File: src/rtl/moving_average2_threshold_detect.sv
// rtl/moving_average2_threshold_detect.sv - hysteresis/debounce level detector on the moving-average output
// Includes warm-up suppression, rise/fall pulses and a saturating rise count.
module moving_average2_threshold_detect #(
    parameter logic signed [7:0] HI_THRESH = 8'sd40,
    parameter logic signed [7:0] LO_THRESH = -8'sd40,
    parameter int                DEBOUNCE  = 3,
    parameter int                WARMUP    = 16
) (
    input  logic              system1000,
    input  logic              system1000_rstn,
    input  logic signed [7:0] sample_i,
    input  logic              valid_i,
    input  logic              clear_i,
    output logic              level_o,
    output logic              rise_o,
    output logic              fall_o,
    output logic [7:0]        count_o,
    output logic              warm_o
);

    localparam logic [1:0] ST_WARM = 2'd0;
    localparam logic [1:0] ST_LOW  = 2'd1;
    localparam logic [1:0] ST_HIGH = 2'd2;

    localparam int             DW          = (DEBOUNCE < 1) ? 1 : $clog2(DEBOUNCE + 1);
    localparam logic [DW-1:0]  DEB_LAST    = DW'(DEBOUNCE - 1);
    localparam logic [7:0]     WARM_LAST   = (WARMUP == 0) ? 8'd0 : 8'(WARMUP - 1);
    localparam logic [1:0]     RESET_STATE = (WARMUP == 0) ? ST_LOW : ST_WARM;
    localparam logic           RESET_WARM  = (WARMUP == 0);

    logic [1:0]    state;
    logic [DW-1:0] deb;
    logic [7:0]    warm_cnt;

    logic hi_q;
    logic lo_q;
    logic deb_hit;
    logic rise_now;
    logic fall_now;

    assign hi_q     = (sample_i >= HI_THRESH);
    assign lo_q     = (sample_i <= LO_THRESH);
    assign deb_hit  = (deb == DEB_LAST);
    assign rise_now = valid_i && (state == ST_LOW)  && hi_q && deb_hit;
    assign fall_now = valid_i && (state == ST_HIGH) && lo_q && deb_hit;

    always_ff @(posedge system1000 or negedge system1000_rstn) begin
        if (!system1000_rstn) begin
            state    <= RESET_STATE;
            deb      <= '0;
            warm_cnt <= 8'd0;
            level_o  <= 1'b0;
            rise_o   <= 1'b0;
            fall_o   <= 1'b0;
            count_o  <= 8'd0;
            warm_o   <= RESET_WARM;
        end else begin
            rise_o <= rise_now;
            fall_o <= fall_now;

            // A rise on the same edge as a clear leaves exactly one counted event.
            if (rise_now) begin
                if (clear_i)
                    count_o <= 8'd1;
                else if (count_o != 8'hFF)
                    count_o <= count_o + 8'd1;
            end else if (clear_i) begin
                count_o <= 8'd0;
            end

            if (valid_i) begin
                case (state)
                    ST_WARM: begin
                        if (warm_cnt == WARM_LAST) begin
                            state  <= ST_LOW;
                            warm_o <= 1'b1;
                        end
                        warm_cnt <= warm_cnt + 8'd1;
                    end
                    ST_LOW: begin
                        if (rise_now) begin
                            state   <= ST_HIGH;
                            level_o <= 1'b1;
                            deb     <= '0;
                        end else if (hi_q) begin
                            deb <= deb + DW'(1);
                        end else begin
                            deb <= '0;
                        end
                    end
                    ST_HIGH: begin
                        if (fall_now) begin
                            state   <= ST_LOW;
                            level_o <= 1'b0;
                            deb     <= '0;
                        end else if (lo_q) begin
                            deb <= deb + DW'(1);
                        end else begin
                            deb <= '0;
                        end
                    end
                    default: begin
                        state <= RESET_STATE;
                        deb   <= '0;
                    end
                endcase
            end
        end
    end

endmodule

File: config.mk
export PLATFORM = sky130hd
export DESIGN_NAME = moving_average2_threshold_detect
export DESIGN_NICKNAME = d
export VERILOG_FILES = /design/src/rtl/moving_average2_threshold_detect.sv
export SDC_FILE = /design/constraint.sdc
export NUM_CORES = 1
export LEC_CHECK = 0
export ABC_AREA = 0
export BUFFER_PORTS_ARGS = -buffer_cell sky130_fd_sc_hd__buf_4
export CAP_MARGIN = 15
export CORE_MARGIN = 1
export CORE_UTILIZATION = 39
export DETAILED_ROUTE_END_ITERATION = 12
export MAX_ROUTING_LAYER = met4
export PLACE_DENSITY = 0.61
export SYNTH_ARGS = -nofsm -noshare
export SYNTH_HDL_FRONTEND = slang
export SYNTH_SLANG_ARGS = --single-unit
File: constraint.sdc
create_clock -name system1000 -period 2.1 [get_ports system1000]
set_clock_uncertainty 0.15 [all_clocks]
set_input_delay 0.315 -clock system1000 [delete_from_list [all_inputs] [get_ports system1000]]
set_output_delay 0.315 -clock system1000 [all_outputs]
set_load 0.005 [all_outputs]
* After elaboration in Yosys (flattened, before gate mapping)
Index checks and enable logic that the tools add are counted.
Cells by class: add/subtract/negate cells 3, muxes and demuxes 16, order comparisons 2, reductions and logical operators 16, equal/unequal tests 8, bitwise logic cells 1
Operators by type and width (count):
- two-way mux 8 bit | 4
- adder 8 x 1 -> 8 bit (second input constant) | 2
- two-way mux 2 bit | 7
- one-hot mux 2 bit (3 select lines) | 2
- == test 8 x 4 -> 1 bit (second input constant) | 1
- greater-or-equal comparator 8 x 7 -> 1 bit (second input constant) | 1
- <= comparator 8 x 7 -> 1 bit (second input constant) | 1
- != test 8 bit (second input constant) | 1
- AND reduction 4 bit | 2
- logical AND 1 bit | 6
- != test 2 bit (second input constant) | 3
- AND reduction 2 bit | 3
- nonzero test 2 bit | 3
- == test 2 bit (second input constant) | 2
- AND reduction 3 bit | 1
- adder 2 x 1 -> 2 bit (second input constant) | 1
- == test 2 x 1 -> 1 bit (second input constant) | 1
- zero test 2 bit | 1
- two-way mux 1 bit | 2
- one-hot mux 1 bit (2 select lines) | 1
- inverter 1 bit | 1
Word-level totals: output and inout bits 12, input bits 12, bits in registers 24, word-level logic and storage cells 54

* Depth between registers and ports, before layout
Gate-level depths: netlist of run 1.
word-level depth 6, depth in mapped cells 7, gate-level depth less buffers 7

* Worst setup path before layout of run 1
Ideal clock, no wire load.
path type flip-flop to flip-flop, from reg deb[0], to reg state[1], period minus slack after synthesis 1.794 ns, required time 1.822 ns, library setup time 0.128 ns, slack 0.306 ns, stages on the path, launching flop included 7, data arrival time 1.516 ns, buffers on the path 0, cell sequence dfrtp_1 inv_1 ha_1 and2_4 o211ai_2 a221oi_2 mux2_1
On the way: longest elaborated chain between the ends 4, elaborated cells between the ends (all ways) 6, those cells by class eq/ne: 3; reduce/logical: 3
Ends and longest elaborated chain:
- start, declared | RTL line 32 | logic [DW-1:0] deb;
- start signal, assigned | RTL line 86 | deb <= deb + DW'(1);
- start signal, assigned | RTL line 97 | deb <= deb + DW'(1);
- == test 2 bit (*) | RTL line 43 | assign deb_hit = (deb == DEB_LAST);
- logical AND 1 bit, on equally long branches | RTL line 45, 44
- != test 2 bit (no source line)
- AND reduction 4 bit (no source line) (*)
- end signal, assigned | RTL line 49 | state <= RESET_STATE;
- end signal, assigned | RTL line 75 | state <= ST_LOW;
- end signal, assigned | RTL line 82 | state <= ST_HIGH;
- end, declared | RTL line 31 | logic [1:0] state;
Mark *: on every way between the ends. The rest lies on a longest branch, timed or not. A chain may end at the register's enable or synchronous reset.

* Worst setup path after layout of run 1
Same ends and word-level chain as after synthesis.

==> results of run 1 <==
## timing repair
| action | 4_1_cts | 5_1_grt |
|---|---|---|
| endpoints found under the hold margin | 24 | 0 |
| setup buffers | 0 | 2 |
| endpoints found under the setup margin | 0 | 2 |
| hold buffers | 1 | 0 |
## metrics by stage
stage | total power [mW] | utilization | setup slack [ns]
2_1_floorplan | 0.933 | - | 0.306
3_3_place_gp | 1.04 | 0.494 | 0.177
3_5_place_dp | 1.06 | 0.494 | 0.149
4_1_cts | 1.40 | 0.513 | 0.103
5_1_grt | 1.49 | 0.518 | 0.0446
6_report | 1.39 | 0.518 | 0.130
## power by group
part / switching (mW) / internal [mW] / total [mW]
Sequential: 0.0900 / 0.546 / 0.636
Clock: 0.143 / 0.193 / 0.336
Combinational: 0.213 / 0.201 / 0.414
## placed cells by master (no fill, tap or decap), drive strengths merged, types with 3 or more instances in the layout
cell type / instances
o31ai: 6
o21bai: 3
inv: 8
nand4: 5
nor2: 5
buf: 25
a21oi: 5
or3: 3
dfrtp: 24
o21ai: 7
ha: 8
clkbuf: 3
xnor2: 5
nand3: 3
nand2: 10
## sequential cells by signal, summed over array words and instances, names as in the netlist
name      count
count_o       8
deb           2
fall_o        1
level_o       1
rise_o        1
state         2
warm_cnt      8
warm_o        1
## worst min-delay path by stage
stage	end	slack, ns	cells after the start
after floorplan	count_o[0]	-0.13	0
after global placement	count_o[5]	0.08	1
after detailed placement	count_o[5]	0.08	1
after CTS	count_o[5]	0.06	2
after global routing	count_o[2]	0.07	2
final	count_o[5]	0.07	2
## kinds of logic after synthesis
logic type | after synthesis
AOI/OAI and AO/OA | 31
DFF | 24
muxes | 3
buffers and inverters | 10
and+or+nand+nor | 45
xor gates and xnor gates | 7
adders and majority gates | 8
## layout make-up
class / instances / area [um2] / share of cell area
clock inverter: 1 / 30.0 / 0.0184
tap: 44 / 55.1 / 0.0337
inverter: 8 / 30.0 / 0.0184
timing repair buffer: 26 / 198 / 0.121
clock buffer: 3 / 22.5 / 0.0138
multi-input combinational: 94 / 698 / 0.427
sequential: 24 / 601 / 0.368
## metal layers
metal,share of wire,vias to the layer above,GRT usage
met4,0.010,0,0.0747
li1,-,529,-
met2,0.52,20,0.267
met1,0.45,519,0.212
met3,0.019,2,0.0213
met5,0,-,-
## worst max-delay path, stage by stage (launching register included)
cell and delay, ns:
sky130_fd_sc_hd__dfrtp_1 0.42, sky130_fd_sc_hd__inv_1 0.06, sky130_fd_sc_hd__ha_1 0.21, sky130_fd_sc_hd__and2_4 0.19
sky130_fd_sc_hd__o211ai_2 0.12, sky130_fd_sc_hd__a221oi_2 0.37, sky130_fd_sc_hd__mux2_1 0.35
==> results.md, run 1 <==
## Drt
• vias per std cell: 5.35
• residual DRC count: 0
• detailed-route wire length per cell: 13.0 um
• 1st-iter DRT viols: 74
• number of search-and-repair iterations in the first detailed-routing pass: 4
• total via count after detailed routing: 1070
• Post-DRT Antenna Nets: 0
• drt total wl: 2.61 mm

## Logic synthesis
• synthesized-area fraction occupied by ao, oa, aoi and oai cells: 0.179
• top cells by area, synth: sky130_fd_sc_hd__dfrtp_1, sky130_fd_sc_hd__ha_1, sky130_fd_sc_hd__o31ai_1
• most used standard cells in the synthesized netlist: sky130_fd_sc_hd__dfrtp_1, sky130_fd_sc_hd__nand2_1, sky130_fd_sc_hd__ha_1, sky130_fd_sc_hd__inv_1, sky130_fd_sc_hd__o21ai_0
• area share of fa/ha/maj cells after synthesis: 0.0748
• proportion of synthesized area in mux cells: 0.0243
• Cells after Synth: 128
• sequential element share of the synthesized area: 0.449
• post-synthesis area per instance: 10.4 um2
• count of flip-flops with a built-in enable after synthesis: 0
• count of distinct cell types in the synthesized netlist: 42
• xor/xnor share of the synthesized area: 0.0458
• asr flop ratio synth: 1.00
• post-synth top area share: 0.449
• most frequently used cell type in the post-synthesis netlist: sky130_fd_sc_hd__dfrtp_1
• combined area of all synthesized cells: 1340 um2
• largest family of logic cells by synthesized area: simple AND/OR/NAND/NOR gates
• Warnings, synthesis: 0
• Synth Register Bits: 24
• Post-synth top flop: sky130_fd_sc_hd__dfrtp_1
• top cell type by total area after synthesis: sky130_fd_sc_hd__dfrtp_1
• nets in the synthesized netlist: 148
• Synth Area in Simple Gates: 0.198

## Critical path
• type of the worst setup path: flop to flop
• cell depth of the worst flop-to-flop path: 6
• launching point of the worst reg2reg path: deb[0]
• highest net fanout along the worst path: 4
• kind of end point of the critical path: flop
• CP Launch Type: flop
• CP Data Required Time: 2.16 ns
• worst setup path end: state[1]
• arrival time reported for the critical path endpoint: 2.03 ns
• startpoint of the worst setup timing path: deb[0]
• r2r setup slk: 0.13 ns
• endpoint of the worst register-to-register path: state[1]

## Timing
• final count of negative-setup-slack endpoints: 0
• Max Clk Rate: 508 MHz
• unrepaired setup endpoints after global routing: false
• final setup TNS: 0 ns
• Min Clock Period, post-route: 1.97 ns
• pins over their slew limit: 0
• Worst Max-Slew Pin Slew: 0.430 ns
• headroom to the max-slew limit: 0.712
• hold slack: 0.0678 ns
• final count of hold timing violations: 0
• post-route fraction of the period consumed by the critical path: 0.938

## Finish
• net total in the final layout: 177
• total of fill cells in the finished design: 308
• cell area after layout: 1630 um2
• fraction of layout cells with a size suffix above 1: 0.231
• final std cells w/o fill: 200
• # diodes: 0
• Area growth, synth to finish: 22.2%

## Placed design
• placer congestion estimate: 0.850
• total placed cells including tap cells: 193
• area of placed instances: 1560 um2
• half-perimeter wire length of the detailed placement result: 1.95 mm
• total of buffers placed on input and output ports: 23

## Floorplan
• horizontal die dimension: 60.6 um
• I/O pin cnt: 24
• die area: 3670 um2
• placeable core region: 3150 um2
• number of rows in the core area: 20
• die height: 60.6 um
• starting utilization of the core area: 0.424

## Worst hold path
• min-delay worst type: input pin to flop
• Hold Startpoint: clear_i

## Clock tree
• cts repair resizes: 0
• Clock H-tree levels: 1
• clock sink count: 24
• total clock buffers created by CTS: 3
• TritonCTS clock tree: built
• Worst-Skew Late Latency: 0.31 ns
• Clock Pin Slew Worst Setup and Hold Paths: 0.14 ns
• clock tree root driver cell: sky130_fd_sc_hd__clkbuf_4
• maximum number of buffers from clock root to sink: 2

## Pwr
• leakage power of the design: 0.723 nW
• worst vdd ir: 0.451 mV
• P per Cell Area: 848 nW/um2

## Outcome
• result of the run: complete, no violations

## Global routing
• Total Routing Usage GR: 0.167
• global-route wire length before repair: 4.41 mm
• initial antenna violation count: 0
• via count of the first global-routing pass: 977
• maximum number of pins on one net before global-route repair: 25
• remaining global-route overflow: 0

## Job
• MaxCap Viol Count: 0

Power figures use the tool's default switching activity.
==> inputs of run 2 (changes only) <==
--- a/config.mk
+++ b/config.mk
@@ -9,10 +9,10 @@
 export BUFFER_PORTS_ARGS = -buffer_cell sky130_fd_sc_hd__buf_4
 export CAP_MARGIN = 15
 export CORE_MARGIN = 1
-export CORE_UTILIZATION = 39
+export CORE_UTILIZATION = 50
 export DETAILED_ROUTE_END_ITERATION = 12
 export MAX_ROUTING_LAYER = met4
-export PLACE_DENSITY = 0.61
+export PLACE_DENSITY = 0.75
 export SYNTH_ARGS = -nofsm -noshare
 export SYNTH_HDL_FRONTEND = slang
 export SYNTH_SLANG_ARGS = --single-unit
==> results.md, run 2 (same netlist as run 1, synthesis figures left out) <==
## Critical path
• type of the worst setup path: flop to flop
• CP Launch Type: flop
• largest incremental delay on the critical path: 0.42 ns, about the same
• highest net fanout along the worst path: 4, unchanged
• crit path max-delay cell type: sky130_fd_sc_hd__dfrtp_1
• crit-path cells: inv_1 > ha_1 > and2_4 > o211ai_2 > a221oi_2 > mux2_1
• kind of end point of the critical path: flop
• arrival time reported for the critical path endpoint: 1.99 ns, -0.04 ns
• CP Data Required Time: 2.15 ns, about the same

## Drt
• detailed-route wire length per cell: 13.8 um, +5.8%
• residual DRC count: 0, unchanged
• Post-DRT Antenna Nets: 0, unchanged
• vias per std cell: 5.70, +6.6%
• 1st-iter DRT viols: 17, -77%
• total via count after detailed routing: 1072, +0.19%
• drt total wl: 2.59 mm, -0.54%
• number of search-and-repair iterations in the first detailed-routing pass: 4, unchanged

## Timing
• unrepaired setup endpoints after global routing: false
• final count of negative-setup-slack endpoints: 0, unchanged
• final count of hold timing violations: 0, unchanged
• headroom to the max-slew limit: 0.707, -0.00488
• final setup TNS: 0 ns, unchanged
• Max Clk Rate: 516 MHz, +1.6%
• Min Clock Period, post-route: 1.94 ns, -0.0318 ns
• pins over their slew limit: 0, unchanged
• Worst Max-Slew Pin Slew: 0.438 ns, +0.00729 ns
• post-route fraction of the period consumed by the critical path: 0.923, -0.0151
• hold slack: 0.0775 ns, +0.00972 ns

## Placed design
• half-perimeter wire length of the detailed placement result: 1.87 mm, -4.1%
• placer congestion estimate: 0.771, -9.4%
• total of buffers placed on input and output ports: 23, unchanged

## Floorplan
• placeable core region: 2500 um2, -21%
• die height: 53.7 um, -11%
• starting utilization of the core area: 0.535, +0.111
• I/O pin cnt: 24, unchanged
• number of rows in the core area: 18, -10%
• horizontal die dimension: 53.7 um, -11%
• die area: 2890 um2, -21%

## Finish
• leading cell type in the layout, fill and taps excluded: sky130_fd_sc_hd__buf_4
• most frequent cells in the layout: sky130_fd_sc_hd__buf_4, sky130_fd_sc_hd__dfrtp_1, sky130_fd_sc_hd__nand2_1, sky130_fd_sc_hd__inv_1, sky130_fd_sc_hd__ha_1
• registers with the most flip-flops: count_o: 8 flops, warm_cnt: 8 flops
• Area growth, synth to finish: 22.0%
• # diodes: 0, unchanged
• fraction of layout cells with a size suffix above 1: 0.241, +0.00974
• net total in the final layout: 179, +1.1%

## Clock tree
• maximum number of buffers from clock root to sink: 2, unchanged
• total clock buffers created by CTS: 3, unchanged
• clock tree root driver cell: sky130_fd_sc_hd__clkbuf_4
• Clock H-tree levels: 1, unchanged
• cts repair resizes: 0, unchanged
• TritonCTS clock tree: built
• clock sink count: 24, unchanged
• Worst-Skew Late Latency: 0.31 ns, about the same
• Clock Pin Slew Worst Setup and Hold Paths: 0.14 ns, about the same

## Pwr
• P per Cell Area: 841 nW/um2, -0.83%
• leakage power of the design: 0.731 nW, +1.1%
• worst vdd ir: 0.734 mV, +63%

## Global routing
• Total Routing Usage GR: 0.214, +0.0464
• via count of the first global-routing pass: 1020, +4.4%
• initial antenna violation count: 0, unchanged
• maximum number of pins on one net before global-route repair: 25, unchanged
• global-route wire length before repair: 4.30 mm, -2.5%
• remaining global-route overflow: 0, unchanged

## Outcome
• result of the run: complete, no violations

## Job
• MaxCap Viol Count: 0, unchanged

## Worst hold path
• min-delay worst type: input pin to flop

==> run 2: cell types whose count changed in the layout (fill, tap and decap cells not counted) <==
cell,before,now
sky130_fd_sc_hd__buf_4,25,27
==> run 2: routing by layer <==
metal / part of all wire / track usage / vias up
met3: 0.019 / 0.0254 / 4
li1: - / - / 532
met5: 0 / - / -
met1: 0.44 / 0.262 / 521
met2: 0.52 / 0.335 / 15
met4: 0.013 / 0.127 / 0
==> run 2: power by group <==
| group | leakage [nW] | internal (mW) | total, mW | switching [mW] |
|---|---|---|---|---|
| clock network | 0.0279 | 0.193 | 0.333 | 0.140 |
| logic | 0.385 | 0.199 | 0.403 | 0.205 |
| registers | 0.318 | 0.546 | 0.636 | 0.0901 |
==> run 2: worst paths after layout <==
kind / start / end / slack [ns] / cells past startpoint
max: deb[0] / state[1] / 0.16 / 6
min: clear_i / count_o[4] / 0.08 / 2
max reg2reg: deb[0] / state[1] / 0.16 / 6
min reg2reg: deb[0] / deb[0] / 0.35 / 1
max in group asynchronous: system1000_rstn / warm_cnt[2] / 1.31 / 2
min in group asynchronous: system1000_rstn / count_o[4] / 0.26 / 2
==> run 2: through the flow <==
step           std cells  power, mW   util  setup WS [ns]  instance area (um2)
5_1_grt              188       1.47  0.653         0.0194                 1630
2_1_floorplan        128      0.933      -          0.306                 1340
4_1_cts              184       1.39  0.641         0.0980                 1600
6_report             188       1.37  0.653          0.162                 1630
3_3_place_gp         179       1.03  0.616          0.195                 1540
3_5_place_dp         179       1.05  0.616          0.165                 1540
==> run 2: final cells by class <==
type,instances,area [um2]
Multi-Input combinational cell,94,698
Timing Repair Buffer,28,213
Clock inverter,1,30.0
Sequential cell,24,601
Clock buffer,3,22.5
Fill cell,201,868
Tap cell,30,37.5
Inverter,8,30.0
==> run 2: timing repair <==
action,CTS,global route
hold endpoints to repair,24,0
setup buffers,0,4
hold buffers,1,0
setup endpoints to repair,0,1
==> run 2: critical path: cells and delay by family, from the launching register on <==
family / cells / cell delay, ns
multiplexers: 1 / 0.36
flip-flops: 1 / 0.42
buffers and inverters: 1 / 0.06
AND/OR/NAND/NOR: 1 / 0.18
AO/OA/AOI/OAI: 2 / 0.46
adder cells (fa/ha/maj): 1 / 0.19
